--- src/rtl/mmm_mul_arb.sv ---
// Two-requester round-robin front end for one shared pipelined multiplier.
// Issues one op per cycle, tags it by requester, and routes products back in issue order.
module mmm_mul_arb #(
  parameter int unsigned IDW    = 90,
  parameter int unsigned ODW    = 181,
  parameter int unsigned LAT    = 4,
  parameter int unsigned MAXOUT = 4
) (
  input  logic           i_clk,
  input  logic           i_rst,
  input  logic           i_req0_vld,
  input  logic           i_req1_vld,
  output logic           o_req0_rdy,
  output logic           o_req1_rdy,
  input  logic [IDW-1:0] i_req0_a,
  input  logic [IDW-1:0] i_req0_b,
  input  logic [IDW-1:0] i_req1_a,
  input  logic [IDW-1:0] i_req1_b,
  output logic [IDW-1:0] o_mul_a,
  output logic [IDW-1:0] o_mul_b,
  input  logic [ODW-1:0] i_mul_res,
  output logic           o_res0_vld,
  output logic           o_res1_vld,
  output logic [ODW-1:0] o_res,
  output logic           o_busy
);

  localparam int unsigned CW = $clog2(MAXOUT + 1);

  logic [CW-1:0]  cred0, cred1;
  logic           ptr;
  logic [LAT:0]   tag_vld;
  logic [LAT:0]   tag_id;
  logic           elig0, elig1, gnt0, gnt1, issue;
  logic [IDW-1:0] sel_a, sel_b;

  // A strobe this cycle frees a credit at the same edge, so it counts as room now.
  always_comb begin
    elig0 = i_req0_vld && ((cred0 < CW'(MAXOUT)) || o_res0_vld);
    elig1 = i_req1_vld && ((cred1 < CW'(MAXOUT)) || o_res1_vld);
    gnt0  = 1'b0;
    gnt1  = 1'b0;
    if (!i_rst) begin
      if (elig0 && elig1) begin
        gnt0 = !ptr;
        gnt1 = ptr;
      end else begin
        gnt0 = elig0;
        gnt1 = elig1;
      end
    end
    issue = gnt0 || gnt1;
    sel_a = gnt1 ? i_req1_a : i_req0_a;
    sel_b = gnt1 ? i_req1_b : i_req0_b;
  end

  assign o_req0_rdy = gnt0;
  assign o_req1_rdy = gnt1;
  assign o_busy     = (|tag_vld) || o_res0_vld || o_res1_vld;

  always_ff @(posedge i_clk) begin
    if (i_rst) begin
      cred0      <= '0;
      cred1      <= '0;
      ptr        <= 1'b0;
      tag_vld    <= '0;
      tag_id     <= '0;
      o_mul_a    <= '0;
      o_mul_b    <= '0;
      o_res      <= '0;
      o_res0_vld <= 1'b0;
      o_res1_vld <= 1'b0;
    end else begin
      // ptr names the requester that wins the next tie.
      if (issue) ptr <= gnt0;
      o_mul_a    <= issue ? sel_a : '0;
      o_mul_b    <= issue ? sel_b : '0;
      tag_vld    <= {tag_vld[LAT-1:0], issue};
      tag_id     <= {tag_id[LAT-1:0], gnt1};
      o_res0_vld <= tag_vld[LAT] && !tag_id[LAT];
      o_res1_vld <= tag_vld[LAT] && tag_id[LAT];
      if (tag_vld[LAT]) o_res <= i_mul_res;
      if (gnt0 && !o_res0_vld) cred0 <= cred0 + CW'(1);
      else if (!gnt0 && o_res0_vld && (cred0 != '0)) cred0 <= cred0 - CW'(1);
      if (gnt1 && !o_res1_vld) cred1 <= cred1 + CW'(1);
      else if (!gnt1 && o_res1_vld && (cred1 != '0)) cred1 <= cred1 - CW'(1);
    end
  end

endmodule

--- config.mk ---
export PLATFORM = sky130hd
export DESIGN_NAME = mmm_mul_arb
export DESIGN_NICKNAME = d
export VERILOG_FILES = /design/src/rtl/mmm_mul_arb.sv
export SDC_FILE = /design/constraint.sdc
export NUM_CORES = 1
export LEC_CHECK = 0
export ABC_CLOCK_PERIOD_IN_PS = 2300
export CAP_MARGIN = 10
export CORE_AREA = 2 2 358 360
export DETAILED_ROUTE_END_ITERATION = 10
export DIE_AREA = 0 0 360 362
export GPL_TIMING_DRIVEN = 1
export PLACE_DENSITY = 0.41
export RECOVER_POWER = 50
export SLEW_MARGIN = 10
export SYNTH_ARGS = -nofsm -noshare
export SYNTH_HDL_FRONTEND = slang
export SYNTH_SLANG_ARGS = --single-unit
--- constraint.sdc ---
create_clock -name i_clk -period 2.3 [get_ports i_clk]
set_clock_uncertainty 0.2 [all_clocks]
set_input_delay 0.46 -clock i_clk [delete_from_list [all_inputs] [get_ports i_clk]]
set_output_delay 0.46 -clock i_clk [all_outputs]
set_load 0.01 [all_outputs]
==> summary.md, run 1 <==
| Metric | Value |
|---|---|
| Violated checks | setup timing |
| DR DRC count | 0 |
| Final setup viols | 60 |
| RSZ-0062 raised after global routing | yes |
| Fill cells | between 10000 and 15000 |
| Reg2Reg Setup Slack | -0.08 ns |
| Fin nets | between 2000 and 3000 |
| Leakage power | between 9 and 10 nW |
| Die width | about 360 um |
| Num CTS Buffers | 52 |
| Multiplexer share of the synthesized area | 0.144 |
| Worst Max-Slew Pin Slew | 1.08 ns |
| Reg2reg end | o_res[148] |
| Synth warn | 0 |
| Delay of the slowest critical-path stage | 0.34 ns |
| Reg-to-reg startpoint | tag_vld[4] |
| Multi-input gate area | ~5000 um^2 |
| CTS sink count | between 300 and 400 |
| CP required | about 1.6 ns |
| Seq pwr share | 0.383 |
| Worst min-delay path endpoint | o_res0_vld |
| Most common cell after layout, fill and taps aside | clkdlybuf4s50_1 |
| Critical path class | register to output pin |
| Tmin final | between 2 and 2.5 ns |
| Combinational family with the most area after synthesis | multiplexers |
| Synth Net Count | between 1500 and 2000 |
| EDFF count, synth | 0 |
| H-tree depth | 2 |
| Clock network power share | 0.436 |
| Fmax | slightly above 0.4 GHz |
| Leading area contributor after synthesis | dfxtp_1 |
| Final hold violation count | 0 |
| Routed Antenna Nets | 0 |
| FF/Latch Area | between 7000 and 8000 um^2 |
| Setup TNS | -2.90 ns |
| Routed via count | around 13000 |
| Synth Area in Compound Gates | 0.108 |
| Site row count | ~130 |
| # IOs | ~910 |
| HP Start | tag_id[4] |
| Worst Slack Setup Final | -0.180 ns |
| Die span in y | 362 um |
| Clk_lat worst skew | 0.60 ns |
| Drt first pass iters | 5 |
| Gr usage total | 0.117 |
| Status | finished, violations left |
| Yosys cell types | 31 |
| VDD IR-drop max | approximately 0.42 mV |
| Maximum fanout along the worst path | 3 |
| Cell Chain, Critical Path | nand2b_4, a311oi_4, nor2b_4, buf_6, buf_12 |
| Total global routing overflow | 0 |
| Buf/Inv on CP | 2 |
| Max cap viols | 0 |
| Yosys reg bits | 380 |
| Routability cong. | between 0.7 and 0.8 |
| Synth async-reset ratio | 0 |
| Clk buf depth | 3 |
| Slew Viols, Final | 0 |
| Syn Inst Count | approximately 1300 |
| Root Driver | clkbuf_16 |
| Combinational share of power | 0.181 |
| Largest net degree at the start of global routing | ~120 |
| Vias in the first global route | between 10000 and 15000 |
| Syn Area/Cell | around 10 um^2 |
| CP endpoint kind | output pin |
| Antenna violations before repair | 34 |
| Hold Path Class | register to register |
| Synth Cell Area | 13100 um^2 |
| Main area contributors after synthesis | dfxtp_1, mux2i_1, nor2_1 |
| Int Pwr | approximately 0.014 W |
| Top Family by Delay on Critical Path | simple AND/OR/NAND/NOR gates |
| Slowest-stage cell, CP | dfxtp_4 |
| Post-synth top flop | dfxtp_1 |
| Worst R2R Path Depth | 4 |
| Adder-cell share of the synthesized area | 0.00306 |
| CTS tree | done |
| Critical Path AT | ~1.8 ns |
| Worst-path clk slew | approximately 0.050 ns |
| Via density | between 3 and 4 |
| First-pass GRT wire length | between 100000 and 150000 um |
| Drt wl/cell | about 21 um |
| CP startpoint kind | register |
| Psw | roughly 0.0049 W |
| Register area share after synthesis | 0.582 |
| Share of layout cells above drive strength 1 | 0.0742 |
| Rel. slew slack | 0.278 |
| Post-synth top area share | 0.582 |
| Net Sw Frac | 0.265 |
| DRT iter0 DRCs | 614 |
| Area grow syn2layout | 99.2% |
| Hold Path Depth | 1 |
| Power Density | approximately 720 nW/um^2 |
| Most frequent cells in the layout | clkdlybuf4s50_1, dfxtp_1, nor2_1, mux2i_1, a22oi_1 |
| Input/output buffers | 910 |
| Final period util | 1.08 |
| Post-Synth XOR/XNOR Area | 0.00201 |
| Routed WL | between 70000 and 80000 um |
| Die Area | around 130000 um^2 |
| Post-synthesis simple-gate area fraction | 0.122 |
| Final Util | 0.206 |
| Initial Utilization | 0.103 |
| DP HPWL | 64700 um |
| Core ar. | around 130000 um^2 |
-- worst max path at each step --
| stage | start | to | cells after the start |
|---|---|---|---|
| finish | o_res1_vld | o_req0_rdy | 5 |
| global route | o_res1_vld | o_req0_rdy | 5 |
| CTS | o_res1_vld | o_req0_rdy | 5 |
| detailed placement | i_req1_vld | cred1[2] | 9 |
| global placement | i_req1_vld | cred1[2] | 9 |
| floorplan | o_res1_vld | cred0[2] | 10 |
-- area by class of cell --
class,count,share of cell area
diodes,3,0.000288
flip-flops and latches,380,0.292
inverters,1,0.000144
repair buffers,974,0.371
clock inverters,16,0.00691
well taps,1662,0.0798
clock buffers,75,0.0579
multi-input cells,779,0.192
-- registers in the layout, summed over array words and instances, names as in the netlist --
register,cells
tag_id,5
ptr,1
cred0,3
o_res,181
tag_vld,5
o_mul_b,90
o_res0_vld,1
o_mul_a,90
cred1,3
o_res1_vld,1
-- cells in the mapped netlist, drive strengths merged (2+ instances only) --
master  instances
dfxtp         380
nor2          369
mux2i         187
a22oi         180
buf            55
clkbuf         49
nor2b          13
nand2b          8
nor3            3
a21oi           2
fa              2
nand2           2
o31ai           2
xnor2           2
-- power groups by stage --
stage / logic [W] / registers, W / clock network [W]
floorplan: 0.00102 / 0.00739 / 0
global placement: 0.00351 / 0.00729 / 0
detailed placement: 0.00351 / 0.00729 / 0
CTS: 0.00347 / 0.00714 / 0.00849
global route: 0.00365 / 0.00717 / 0.00874
finish: 0.00338 / 0.00714 / 0.00813
-- cells by family after synthesis --
logic type,count (synthesis)
adder cells (fa/ha/maj),2
flip-flops,380
AO/OA/AOI/OAI,187
buffers and inverters,105
AND/OR/NAND/NOR,399
multiplexers,188
XOR/XNOR,3
-- per-stage QoR --
| stage | hold slack [ns] | instances | setup WS (ns) | area, um^2 | power, W |
|---|---|---|---|---|---|
| 3_5_place_dp | 0.197 | 3793 | -0.471 | 24400 | 0.0108 |
| 3_3_place_gp | 0.195 | 3793 | -0.489 | 24400 | 0.0108 |
| 5_1_grt | 0.208 | 3888 | -0.326 | 26100 | 0.0196 |
| 6_report | 0.203 | 3890 | -0.180 | 26100 | 0.0186 |
| 4_1_cts | 0.160 | 3887 | -0.290 | 26100 | 0.0191 |
| 2_1_floorplan | 0.181 | 1264 | -0.0821 | 13100 | 0.00841 |
-- what timing repair did --
| action | 4_1_cts | 5_1_grt |
|---|---|---|
| gates resized for setup | 106 | 8 |
| setup endpoints to repair | 97 | 9 |
| setup buffers | 3 | 0 |
| cloned | 0 | 0 |
| hold buffers | 0 | 0 |
-- routing by layer --
metal	wire [um]	up-vias	global-route usage
li1	-	6194	-
met1	31700	5937	0.134
met2	38600	577	0.199
met3	7160	116	0.0467
met4	2290	32	0.0367
met5	191	-	0
Note: power is estimated with default switching activity, not from simulation.
==> inputs of run 2 (changes only) <==
CORE_AREA = 3 3 349 351   (was 2 2 358 360)
DIE_AREA = 0 0 352 354   (was 0 0 360 362)
GPL_ROUTABILITY_DRIVEN = 0   (was not set)
PLACE_DENSITY = 0.42   (was 0.41)
==> run 2 against run 1 <==
Compared with the run above:
- the flow finishes with violations (capacitance limit, slew limit, setup timing)
- sequential cell count unchanged
- register-to-register slack better by 0.11 ns
- sequential power about the same
- count of clock-buffer cells in the layout down 5
- hold slack worse by 0.040 ns
- worst setup slack better by 0.11 ns
- critical path depth down 1
- maximum frequency up 4.5%
- clock power up 2%
==> summary.md, run 2 (synthesis results as in run 1) <==
| Metric | Value |
|---|---|
| Status | finished, violations left |
| Violated checks | capacitance limit, slew limit, setup timing |
| Final period util | 1.03 |
| Initial Utilization | 0.110 |
| CTS sink count | 380 |
| Drt wl/cell | approximately 21 um |
| Hold buffer count at cts | 0 |
| Vias in the first global route | around 13000 |
| Most frequent cells in the layout | clkdlybuf4s50_1, dfxtp_1, nor2_1, mux2i_1, a22oi_1 |
| Maximum fanout along the worst path | 3 |
| Most common cell after layout, fill and taps aside | clkdlybuf4s50_1 |
| DP HPWL | ~64000 um |
| Reg2Reg Setup Slack | around 0.030 ns |
| Number of flip-flops under the largest register name | around 180 |
| VDD IR-drop max | approximately 0.45 mV |
| Reg-to-reg startpoint | o_res1_vld |
| Crit. Startpoint | i_req1_vld |
| Worst-path clk slew | roughly 0.060 ns |
| WHS | 0.162 ns |
| Crit path to | o_req0_rdy |
| Critical path class | primary input to output pin |
| Fin nets | 2721 |
| Slew Viols, Final | 73 |
| Core ar. | about 120000 um^2 |
| CP startpoint kind | primary input |
| Input/output buffers | 910 |
| Setup TNS | -0.123 ns |
| Gr usage total | 0.122 |
| Max cap viols | 1 |
| Final hold violation count | 0 |
| Placed cell count | 3729 |
| Worst R2R Path Depth | 9 |
| Total global routing overflow | 0 |
| Antenna violations before repair | 31 |
| RSZ-0062 raised after global routing | yes |
| Via density | ~3.3 |
| First-pass GRT wire length | about 110000 um |
| Share of layout cells above drive strength 1 | 0.0715 |
| Placed cell area | 24300 um^2 |
| Routed via count | 12730 |
| Biggest regs | o_res (181), o_mul_a (90), o_mul_b (90) |
| Die Area | about 120000 um^2 |
| H-tree depth | 2 |
| DR DRC count | 0 |
| Hold Path Class | primary input to register |
| Largest net degree at the start of global routing | 156 |
| Largest Register | o_res |
| Area grow syn2layout | 98.1% |
| Worst Slack Setup Final | -0.0743 ns |
| Tmin final | approximately 2.4 ns |
| Die width | roughly 350 um |
| Num CTS Buffers | 52 |
| CP required | between 1.5 and 2 ns |
| Final Cell Area | between 20000 and 30000 um^2 |
| Root Driver | clkbuf_16 |
| DRT iter0 DRCs | roughly 560 |
| Clk buf depth | 3 |
| Die span in y | ~350 um |
| CP endpoint kind | output pin |
| Routed WL | roughly 79000 um |
| CTS tree | done |
| Worst Max-Slew Pin Slew | about 1.5 ns |
| Final setup viols | 2 |
| Power Density | 723 nW/um^2 |
| Clk_lat worst skew | around 0.60 ns |
| Fill cells | around 13000 |
| Rel. slew slack | -0.0270 |
| Fmax | around 0.42 GHz |
| Site row count | between 100 and 150 |
| Routed Antenna Nets | 0 |
| Non-filler cells, final | between 3000 and 4000 |
| Critical Path AT | 1.71 ns |
| Drt first pass iters | 5 |
| # IOs | slightly above 900 |
| Reg2reg end | cred0[2] |
| Leakage power | 9.61 nW |
## run 2: cell types whose count changed in the layout (fill, tap and decap cells not counted), moves of 3 or more
cell / previous run / this run
dlygate4sd2_1: 93 / 107
clkinv_2: 8 / 11
diode_2: 3 / 9
dfxtp_1: 375 / 372
buf_6: 1 / 5
buf_12: 17 / 11
clkdlybuf4s50_1: 807 / 799
buf_4: 50 / 32
clkbuf_1: 15 / 8
## run 2: critical path: stages
cell and delay, ns:
clkdlybuf4s50_1 0.53, a311oi_4 0.35, nor2b_4 0.24, buf_6 0.13
## run 2: worst min-delay path by stage
stage	slack (ns)	cells past startpoint	from	end
after floorplan	0.18	1	tag_id[4]	o_res0_vld
after global routing	0.19	3	i_rst	o_res[11]
after global placement	0.20	1	tag_id[4]	o_res0_vld
after CTS	0.17	3	i_req1_b[22]	o_mul_b[22]
final	0.16	3	i_rst	o_res[173]
after detailed placement	0.20	1	tag_id[4]	o_res0_vld
## run 2: power by group
group | total, W | leakage, nW | internal [W] | switching [W]
clock | 0.00828 | 0.852 | 0.00497 | 0.00331
sequential | 0.00713 | 3.11 | 0.00695 | 0.000171
combinational | 0.00334 | 5.65 | 0.00186 | 0.00148
total | 0.0187 | 9.61 | 0.0138 | 0.00496
## run 2: metrics by stage
| step | worst slack (ns) | total power (W) | utilization |
|---|---|---|---|
| after CTS | -0.149 | 0.0193 | 0.217 |
| after global routing | -0.166 | 0.0197 | 0.217 |
| after detailed placement | -0.504 | 0.0108 | 0.203 |
| after global placement | -0.512 | 0.0107 | 0.203 |
| final | -0.0743 | 0.0187 | 0.217 |
| after floorplan | -0.0821 | 0.00841 | - |
## run 2: layout make-up
cell class	count	area, um^2	area share
diodes	9	22.5	0.000869
inverters	1	3.75	0.000145
flip-flops and latches	380	7620	0.294
repair buffers	960	9500	0.367
multi-input cells	779	5020	0.194
well taps	1612	2020	0.0778
clock buffers	70	1490	0.0575
clock inverters	21	235	0.00908
## run 2: metal layers
metal / track usage / vias to the layer above / share of wire
met5: 0 / - / 0.0020
met1: 0.135 / 5862 / 0.39
met4: 0.0388 / 24 / 0.029
li1: - / 6174 / -
met3: 0.0509 / 113 / 0.093
met2: 0.213 / 557 / 0.49
## run 2: what timing repair did
item / in CTS / in global routing
pin swaps: 2 / 4
buffers inserted: 3 / 0
gates resized for setup: 131 / 6
setup endpoints to repair: 114 / 5
